File: config.mk
export PLATFORM = sky130hd
export DESIGN_NAME = dsconv_block_pointwise_scheduler
export DESIGN_NICKNAME = d
export VERILOG_FILES = /design/src/rtl/dsconv_block_pointwise_scheduler.sv
export SDC_FILE = /design/constraint.sdc
export NUM_CORES = 1
export LEC_CHECK = 0
export CORE_AREA = 4 4 476 478
export DETAILED_ROUTE_END_ITERATION = 8
export DIE_AREA = 0 0 480 482
export PLACE_DENSITY = 0.31
export SETUP_SLACK_MARGIN = 0.2
export SYNTH_ARGS = -nofsm -noshare
export SYNTH_HDL_FRONTEND = slang
export SYNTH_SLANG_ARGS = --single-unit
File: constraint.sdc
create_clock -name i_clk -period 2.42 [get_ports i_clk]
set_input_delay 0.484 -clock i_clk [delete_from_list [all_inputs] [get_ports i_clk]]
set_output_delay 0.484 -clock i_clk [all_outputs]
set_load 0.03 [all_outputs]
File: src/rtl/dsconv_block_pointwise_scheduler.sv
// Pointwise-conv scheduler: loads one weight vector per filter, streams every
// pixel's channel vector into the PE one beat per cycle, tracks the PE's fixed
// pipeline with a tag shift register and writes each result with its address.
module dsconv_block_pointwise_scheduler #(
  parameter int NUM_PIXELS  = 64,
  parameter int NUM_FILTERS = 32,
  parameter int PE_LATENCY  = 5,
  localparam int PW = (NUM_PIXELS > 1) ? $clog2(NUM_PIXELS) : 1,
  localparam int FW = (NUM_FILTERS > 1) ? $clog2(NUM_FILTERS) : 1,
  localparam int AW = (NUM_PIXELS * NUM_FILTERS > 1) ? $clog2(NUM_PIXELS * NUM_FILTERS) : 1
) (
  input  logic          i_clk,
  input  logic          i_rst,
  input  logic          i_frame_start,
  output logic          o_fmap_rd_en,
  output logic [PW-1:0] o_fmap_addr,
  input  logic [287:0]  i_fmap_rdata,
  output logic          o_wgt_rd_en,
  output logic [FW-1:0] o_wgt_addr,
  input  logic [287:0]  i_wgt_rdata,
  output logic          o_pe_start,
  output logic [287:0]  o_pe_x,
  output logic [287:0]  o_pe_w,
  input  logic [17:0]   i_pe_pixel,
  input  logic          i_pe_ready,
  output logic          o_out_valid,
  output logic [AW-1:0] o_out_addr,
  output logic [17:0]   o_out_data,
  output logic          o_busy,
  output logic          o_done,
  output logic          o_err
);

  localparam int LAST_ADDR = NUM_PIXELS * NUM_FILTERS - 1;

  typedef enum logic [1:0] {S_IDLE, S_LOAD_W, S_STREAM, S_DRAIN} state_t;

  state_t        r_state, w_next;
  logic [FW-1:0] r_f;
  logic [PW-1:0] r_p;
  logic [AW-1:0] r_lin;
  logic [287:0]  r_w;
  logic          r_beat;
  logic [AW-1:0] r_beat_addr;
  logic [PE_LATENCY-1:0] r_tag_vld;
  logic [AW-1:0] r_tag_addr [PE_LATENCY];
  logic          r_out_valid;
  logic [AW-1:0] r_out_addr;
  logic [17:0]   r_out_data;
  logic          r_done;
  logic          r_err;

  logic w_accept, w_rd, w_last_p, w_last_f, w_exit_vld, w_exit_last;
  logic [AW-1:0] w_exit_addr;

  assign w_accept    = (r_state == S_IDLE) && i_frame_start;
  assign w_rd        = (r_state == S_STREAM);
  assign w_last_p    = (r_p == PW'(NUM_PIXELS - 1));
  assign w_last_f    = (r_f == FW'(NUM_FILTERS - 1));
  assign w_exit_vld  = r_tag_vld[PE_LATENCY-1];
  assign w_exit_addr = r_tag_addr[PE_LATENCY-1];
  // Results leave the PE in address order, so the final address closes the pass.
  assign w_exit_last = w_exit_vld && (w_exit_addr == AW'(LAST_ADDR));

  // State register.
  always_ff @(posedge i_clk) begin
    if (!i_rst) r_state <= S_IDLE;
    else        r_state <= w_next;
  end

  // Next-state logic.
  always_comb begin
    w_next = r_state;
    case (r_state)
      S_IDLE:   if (i_frame_start) w_next = S_LOAD_W;
      S_LOAD_W: w_next = S_STREAM;
      S_STREAM: if (w_last_p) w_next = w_last_f ? S_DRAIN : S_LOAD_W;
      S_DRAIN:  if (w_exit_last) w_next = S_IDLE;
      default:  w_next = S_IDLE;
    endcase
  end

  // Filter/pixel counters plus a running linear address for the tags.
  always_ff @(posedge i_clk) begin
    if (!i_rst || w_accept) begin
      r_f   <= '0;
      r_p   <= '0;
      r_lin <= '0;
    end else if (w_rd) begin
      r_lin <= r_lin + AW'(1);
      if (w_last_p) begin
        r_p <= '0;
        if (!w_last_f) r_f <= r_f + FW'(1);
      end else begin
        r_p <= r_p + PW'(1);
      end
    end
  end

  // Weight capture on the first STREAM cycle; the preceding LOAD_W cycle still
  // carries the previous filter's last beat and must see the old weights.
  always_ff @(posedge i_clk) begin
    if (!i_rst)                r_w <= '0;
    else if (w_rd && r_p == '0) r_w <= i_wgt_rdata;
  end

  // p0: beat stage, one cycle after each feature read.
  always_ff @(posedge i_clk) begin
    if (!i_rst) r_beat <= 1'b0;
    else        r_beat <= w_rd;
    r_beat_addr <= r_lin;
  end

  // p1..pN: tag shift register mirroring the PE pipeline depth.
  always_ff @(posedge i_clk) begin
    if (!i_rst) r_tag_vld <= '0;
    else begin
      r_tag_vld[0] <= r_beat;
      for (int i = 1; i < PE_LATENCY; i++) r_tag_vld[i] <= r_tag_vld[i-1];
    end
    r_tag_addr[0] <= r_beat_addr;
    for (int i = 1; i < PE_LATENCY; i++) r_tag_addr[i] <= r_tag_addr[i-1];
  end

  // Output stage: register the PE result when its tag exits.
  always_ff @(posedge i_clk) begin
    if (!i_rst) begin
      r_out_valid <= 1'b0;
      r_done      <= 1'b0;
      r_out_addr  <= '0;
      r_out_data  <= '0;
    end else begin
      r_out_valid <= w_exit_vld;
      r_done      <= w_exit_last;
      if (w_exit_vld) begin
        r_out_addr <= w_exit_addr;
        r_out_data <= i_pe_pixel;
      end
    end
  end

  // Sticky error: a tagged result surfaced before the PE reported ready.
  always_ff @(posedge i_clk) begin
    if (!i_rst || w_accept)            r_err <= 1'b0;
    else if (w_exit_vld && !i_pe_ready) r_err <= 1'b1;
  end

  assign o_fmap_rd_en = w_rd;
  assign o_fmap_addr  = r_p;
  assign o_wgt_rd_en  = (r_state == S_LOAD_W);
  assign o_wgt_addr   = r_f;
  assign o_pe_start   = r_beat;
  assign o_pe_x       = i_fmap_rdata;
  assign o_pe_w       = r_w;
  assign o_out_valid  = r_out_valid;
  assign o_out_addr   = r_out_addr;
  assign o_out_data   = r_out_data;
  assign o_done       = r_done;
  assign o_err        = r_err;
  assign o_busy       = (r_state != S_IDLE) || r_out_valid;

endmodule
=== Word-level counts from Yosys, hierarchy flattened ===
Memory sizes are Yosys's and may differ from the RTL's.
Index checks and enable logic that the tools add are counted.

* Flip-flop bits (word level): 361
* Bits in writable memories: 55
* Input port bits: 598
* Logic and storage cells: 46
* Memories: 1

* Add/sub/neg operators: 3
* Equality and inequality tests: 9
* Mux-type cells: 6
* Bitwise gates (word level): 1
* Reductions and logical operators: 13

{| class="wikitable"
|+ Memory list
! name !! depth !! width !! rd ports !! clocked after memory_dff !! write ports !! line !! source
|-
| r_tag_addr || 5 || 11 || 5 || 0 || 5 || 46 || <nowiki>logic [AW-1:0] r_tag_addr [PE_LATENCY];</nowiki>
|}

{| class="wikitable"
|+ Operators with widths
! operator !! count
|-
| $add 11x1->11 const B || 1
|-
| $eq 11x11->1 const B || 1
|-
| $mux 2 || 4
|-
| $pmux 2 s4 || 1
|-
| $add 6x1->6 const B || 1
|-
| $eq 6x6->1 const B || 1
|-
| $logic_not 6->1 || 1
|-
| $mux 6 || 1
|-
| $reduce_and 3->1 || 2
|-
| $add 5x1->5 const B || 1
|-
| $eq 5x5->1 const B || 1
|-
| $eq 2x2->1 const B || 2
|-
| $logic_and 1x1->1 || 4
|-
| $ne 2x2->1 const B || 2
|-
| $eq 2x1->1 const B || 1
|-
| $logic_not 1->1 || 2
|-
| $logic_not 2->1 || 1
|-
| $logic_or 1x1->1 || 2
|-
| $ne 2x1->1 const B || 1
|-
| $reduce_bool 2->1 || 1
|-
| $not 1->1 || 1
|}

=== Logic depth before layout (Yosys ltp) ===
* Word-level depth: 4
* Depth in mapped cells: 8
* Depth with buffers taken out: 6

=== Least setup slack after synthesis ===
Ideal clock, no wire load.

* Path kind: register -> register
* Start: reg r_f[0] (netlist: o_wgt_addr[0])
* End: reg r_f[3] (netlist: o_wgt_addr[3])
* Library setup time: 0.070 ns
* Data arrival time: 1.912 ns
* Required time: 2.350 ns
* Setup slack: 0.438 ns
* Cell stages (with the launch flop): 7
* Buffers on the path: 0
* Period minus slack after synthesis: 1.982 ns
* Path through: dfxtp_1 > ha_1 > and3_1 > ha_1 > nand4b_1 > or4_1 > a21oi_1

* Cells in the longest elaborated chain, start to end: 3
* Elaborated cells between the ends (all ways): 4
* Those cells by class: 1 x add/sub; 1 x eq/ne; 1 x bitwise; 1 x reduce/logical

{| class="wikitable"
|+ RTL lines
! item !! line !! source
|-
| from (decl) || 39 || <nowiki>logic [FW-1:0] r_f;</nowiki>
|-
| from (signal assigned) || 93 || <nowiki>if (!w_last_f) r_f <= r_f + FW'(1);</nowiki>
|-
| branches (longest 3 deep; another with $add 5x1->5) || -- ||
|}

Several ways; the timed one is not identified.
A chain may end at the register's enable or synchronous reset.

=== Final worst setup path ===
* Start: reg r_w[17] (netlist: o_pe_w[17])
* End: out o_pe_w[17]

{| class="wikitable"
|+ RTL lines
! item !! line !! source
|-
| from (decl) || 42 || <nowiki>logic [287:0] r_w;</nowiki>
|-
| from (signal assigned) || 104 || <nowiki>else if (w_rd && r_p == '0) r_w <= i_wgt_rdata;</nowiki>
|-
| to (decl) || 23 || <nowiki>output logic [287:0] o_pe_w,</nowiki>
|}

No word-level cell between the ends.

==> results.sh <==
export IMPL_clock_sinks=416
export IMPL_cts_tree="done"
export IMPL_drcViolationCount=0
export IMPL_die_width_um=480
export IMPL_relSlewSlack=0.551
export IMPL_hp_class="flip-flop to flip-flop"
export IMPL_dp_hpwl_mm=98.7
export IMPL_leakage_nw=9.70
export IMPL_first_iter_violations=782
export IMPL_core_um2=222000
export IMPL_finalSetupViolCount=0
export IMPL_vias=15792
export IMPL_rsz0062_at_grt="yes"
export IMPL_ant_nets=0
export IMPL_fin_area_um2=26600
export IMPL_num_rows=173
export IMPL_via_per_inst=3.00
export IMPL_ys_ff_latch=416
export IMPL_crit_type="flip-flop to output pin"
export IMPL_post_route_min_period_ns=2.14
export IMPL_drv_slew=0
export IMPL_fin_setup_tns_ns=0
export IMPL_power_density_nw_per_um2=751
export IMPL_clk_path_buf_depth=3
export IMPL_htreeDepth=2
export IMPL_critPathCaptureType="output pin"
export IMPL_maxCapViolCount=0
export IMPL_dr_pass1_iters=4
export IMPL_placed_area_um2=25000
export IMPL_synthToLayoutAreaGrowth_pct=56.7
export IMPL_cp_top_family="buffers and inverters"
export IMPL_period_share=0.884
export IMPL_synth_warnings=0
export IMPL_syn_inst=1929
export IMPL_critPathMaxFanout=2
export IMPL_worst_pin_slew_ns=0.677
export IMPL_instances_no_fill=5270
export IMPL_fin_skew_ns=0.0441
export IMPL_ir_drop_mv=0.478
export IMPL_pin_count=1221
export IMPL_avgSynthCellArea_um2=8.81
export IMPL_final_cell_mix="dfxtp_1, clkdlybuf4s50_1, a21oi_1"
export IMPL_fp_dieArea_um2=231000
export IMPL_grt_pass1_vias=15740
export IMPL_syn_nets=2532
export IMPL_timing_fmax_mhz=468
export IMPL_cts_made_buffers=57
export IMPL_drive_gt1_frac=0.0881
export IMPL_wl_per_cell_um=23.2
export IMPL_placed_cells=5162
export IMPL_wirelength_mm=122
export IMPL_fp_dieH_um=482
export IMPL_status="completed"
export IMPL_ys_seq_area_frac=0.490
export IMPL_finalNetCount=2851
export IMPL_required_ns=1.94
export IMPL_clk_pin_slew_ns=0.06
export IMPL_hold_buffers=0
export IMPL_insertion_delay_ns=0.70
export IMPL_num_fill_cells=25590
export IMPL_portBuffers=644
export IMPL_grt_first_pass_wirelength_mm=156
export IMPL_grt_max_degree=63
export IMPL_hold_viol=0
export IMPL_path_buf_inv=1
export IMPL_grt_overflow_total=0
export IMPL_cpPeakStageDelay_ns=0.66
export IMPL_routabilityCongestion=0.740
export IMPL_final_common_cell="dfxtp_1"
export IMPL_worstPathArrival_ns=1.65
export IMPL_antenna_found_initial=66
export IMPL_grt_usage=0.0996
export IMPL_synth_cell_types=40
export IMPL_netlist_area_um2=17000
export IMPL_clock_root_buffer="clkbuf_16"
export IMPL_initial_core_util=0.0766
export IMPL_cpMaxStageDelayCell="dlygate4sd2_1"
export IMPL_critPathLaunchType="flip-flop"
export IMPL_cp_cell_sequence="dlygate4sd2_1"
==> cells in the mapped netlist, drive strengths merged <==
cell type	number	area (µm²)
dfxtp	416	8330
buf	382	2830
a21oi	305	1530
o21ai	298	1490
nand3	297	1490
clkbuf	82	310
nor2	34	128
mux2i	30	300
inv	10	37.5
or3	10	62.6
nand2	9	33.8
o31ai	7	52.6
and2	6	37.5
or4	6	45.0
ha	5	62.6
nand4	4	25.0
nand3b	3	22.5
nand4b	3	26.3
a211oi	2	20.0
a31oi	2	12.5
and4b	2	20.0
nand2b	2	12.5
nor3	2	21.3
nor4	2	12.5
xnor2	2	17.5
and3	1	6.26
and4bb	1	12.5
clkinv	1	3.75
nand4bb	1	11.3
o211ai	1	7.51
o311ai	1	8.76
or3b	1	8.76
xor2	1	8.76
==> cells by family (layout without fill, tap and decap cells) <==
kind of cell / after synthesis / count (layout) / synth area share
AND/OR/NAND/NOR: 384 / 384 / 0.116
AO/OA/AOI/OAI: 616 / 616 / 0.184
adder cells (fa/ha/maj): 5 / 5 / 0.00368
other: 0 / 3 / 0
XOR/XNOR: 3 / 3 / 0.00155
flip-flops: 416 / 416 / 0.490
buffers and inverters: 475 / 838 / 0.187
multiplexers: 30 / 30 / 0.0177
==> where the power goes <==
| group | switching [mW] | total [mW] | leakage (nW) | internal [mW] |
|---|---|---|---|---|
| sequential | 0.207 | 7.45 | 3.38 | 7.24 |
| combinational | 2.24 | 3.57 | 5.38 | 1.33 |
| clock | 3.57 | 8.95 | 0.944 | 5.38 |
==> final cells by class <==
class	count	area (µm²)	share of cell area
antenna	3	7.51	0.000282
clock buffer	87	1710	0.0643
clock inverter	16	251	0.00945
inverter	11	48.8	0.00183
multi-input combinational	1038	5510	0.207
sequential	416	8330	0.313
tap	2975	3720	0.140
timing repair buffer	724	7030	0.264
==> registers in the layout, indices dropped and copies added, names as in the netlist <==
signal / flops
o_err: 1
r_state: 2
o_done: 1
o_out_addr: 11
r_lin: 11
r_tag_addr: 55
o_fmap_addr: 6
o_out_valid: 1
o_pe_start: 1
o_pe_w: 288
r_beat_addr: 11
o_wgt_addr: 5
r_tag_vld: 5
o_out_data: 18
==> per-stage QoR <==
stage               hold slack [ns]  setup slack, ns  utilization  total power, mW
detailed placement            0.312            0.365        0.113             11.5
global placement              0.310            0.351        0.113             11.5
global route                  0.288            0.192        0.120             21.0
finish                        0.323            0.281        0.120             20.0
floorplan                     0.310            0.438            -             10.2
CTS                           0.246           0.0630        0.120             20.6
==> per-layer routing <==
layer	global-route usage	up-vias	part of all wire
met3	0.0726	319	0.16
met2	0.156	962	0.44
li1	-	7089	-
met5	0.00837	-	0.0023
met1	0.104	7412	0.36
met4	0.0313	10	0.036
==> worst reg2reg max path, stage by stage, from the launching register on <==
cell,delay [ns]
dfxtp_1,0.35
ha_1,0.22
and3_1,0.19
ha_1,0.18
nand4b_1,0.37
or4_1,0.57
a21oi_1,0.15
==> path summary, 6_finish.rpt <==
path                      from           endpoint  slack [ns]  cells past startpoint
max                 o_pe_w[17]         o_pe_w[17]        0.28                      1
min          r_tag_addr[0][35]  r_tag_addr[0][46]        0.32                      0
max reg2reg      o_wgt_addr[0]      o_wgt_addr[3]        0.32                      6
min reg2reg  r_tag_addr[0][35]  r_tag_addr[0][46]        0.32                      0
==> what timing repair did <==
| item | CTS | global route |
|---|---|---|
| hold endpoints to repair | 0 | 0 |
| resized for setup | 326 | 14 |
| pin swaps | 0 | 0 |
| buffers inserted | 0 | 2 |
| endpoints found under the setup margin | 308 | 13 |
| gates cloned | 0 | 0 |
Note: power is estimated with default switching activity, not from simulation.
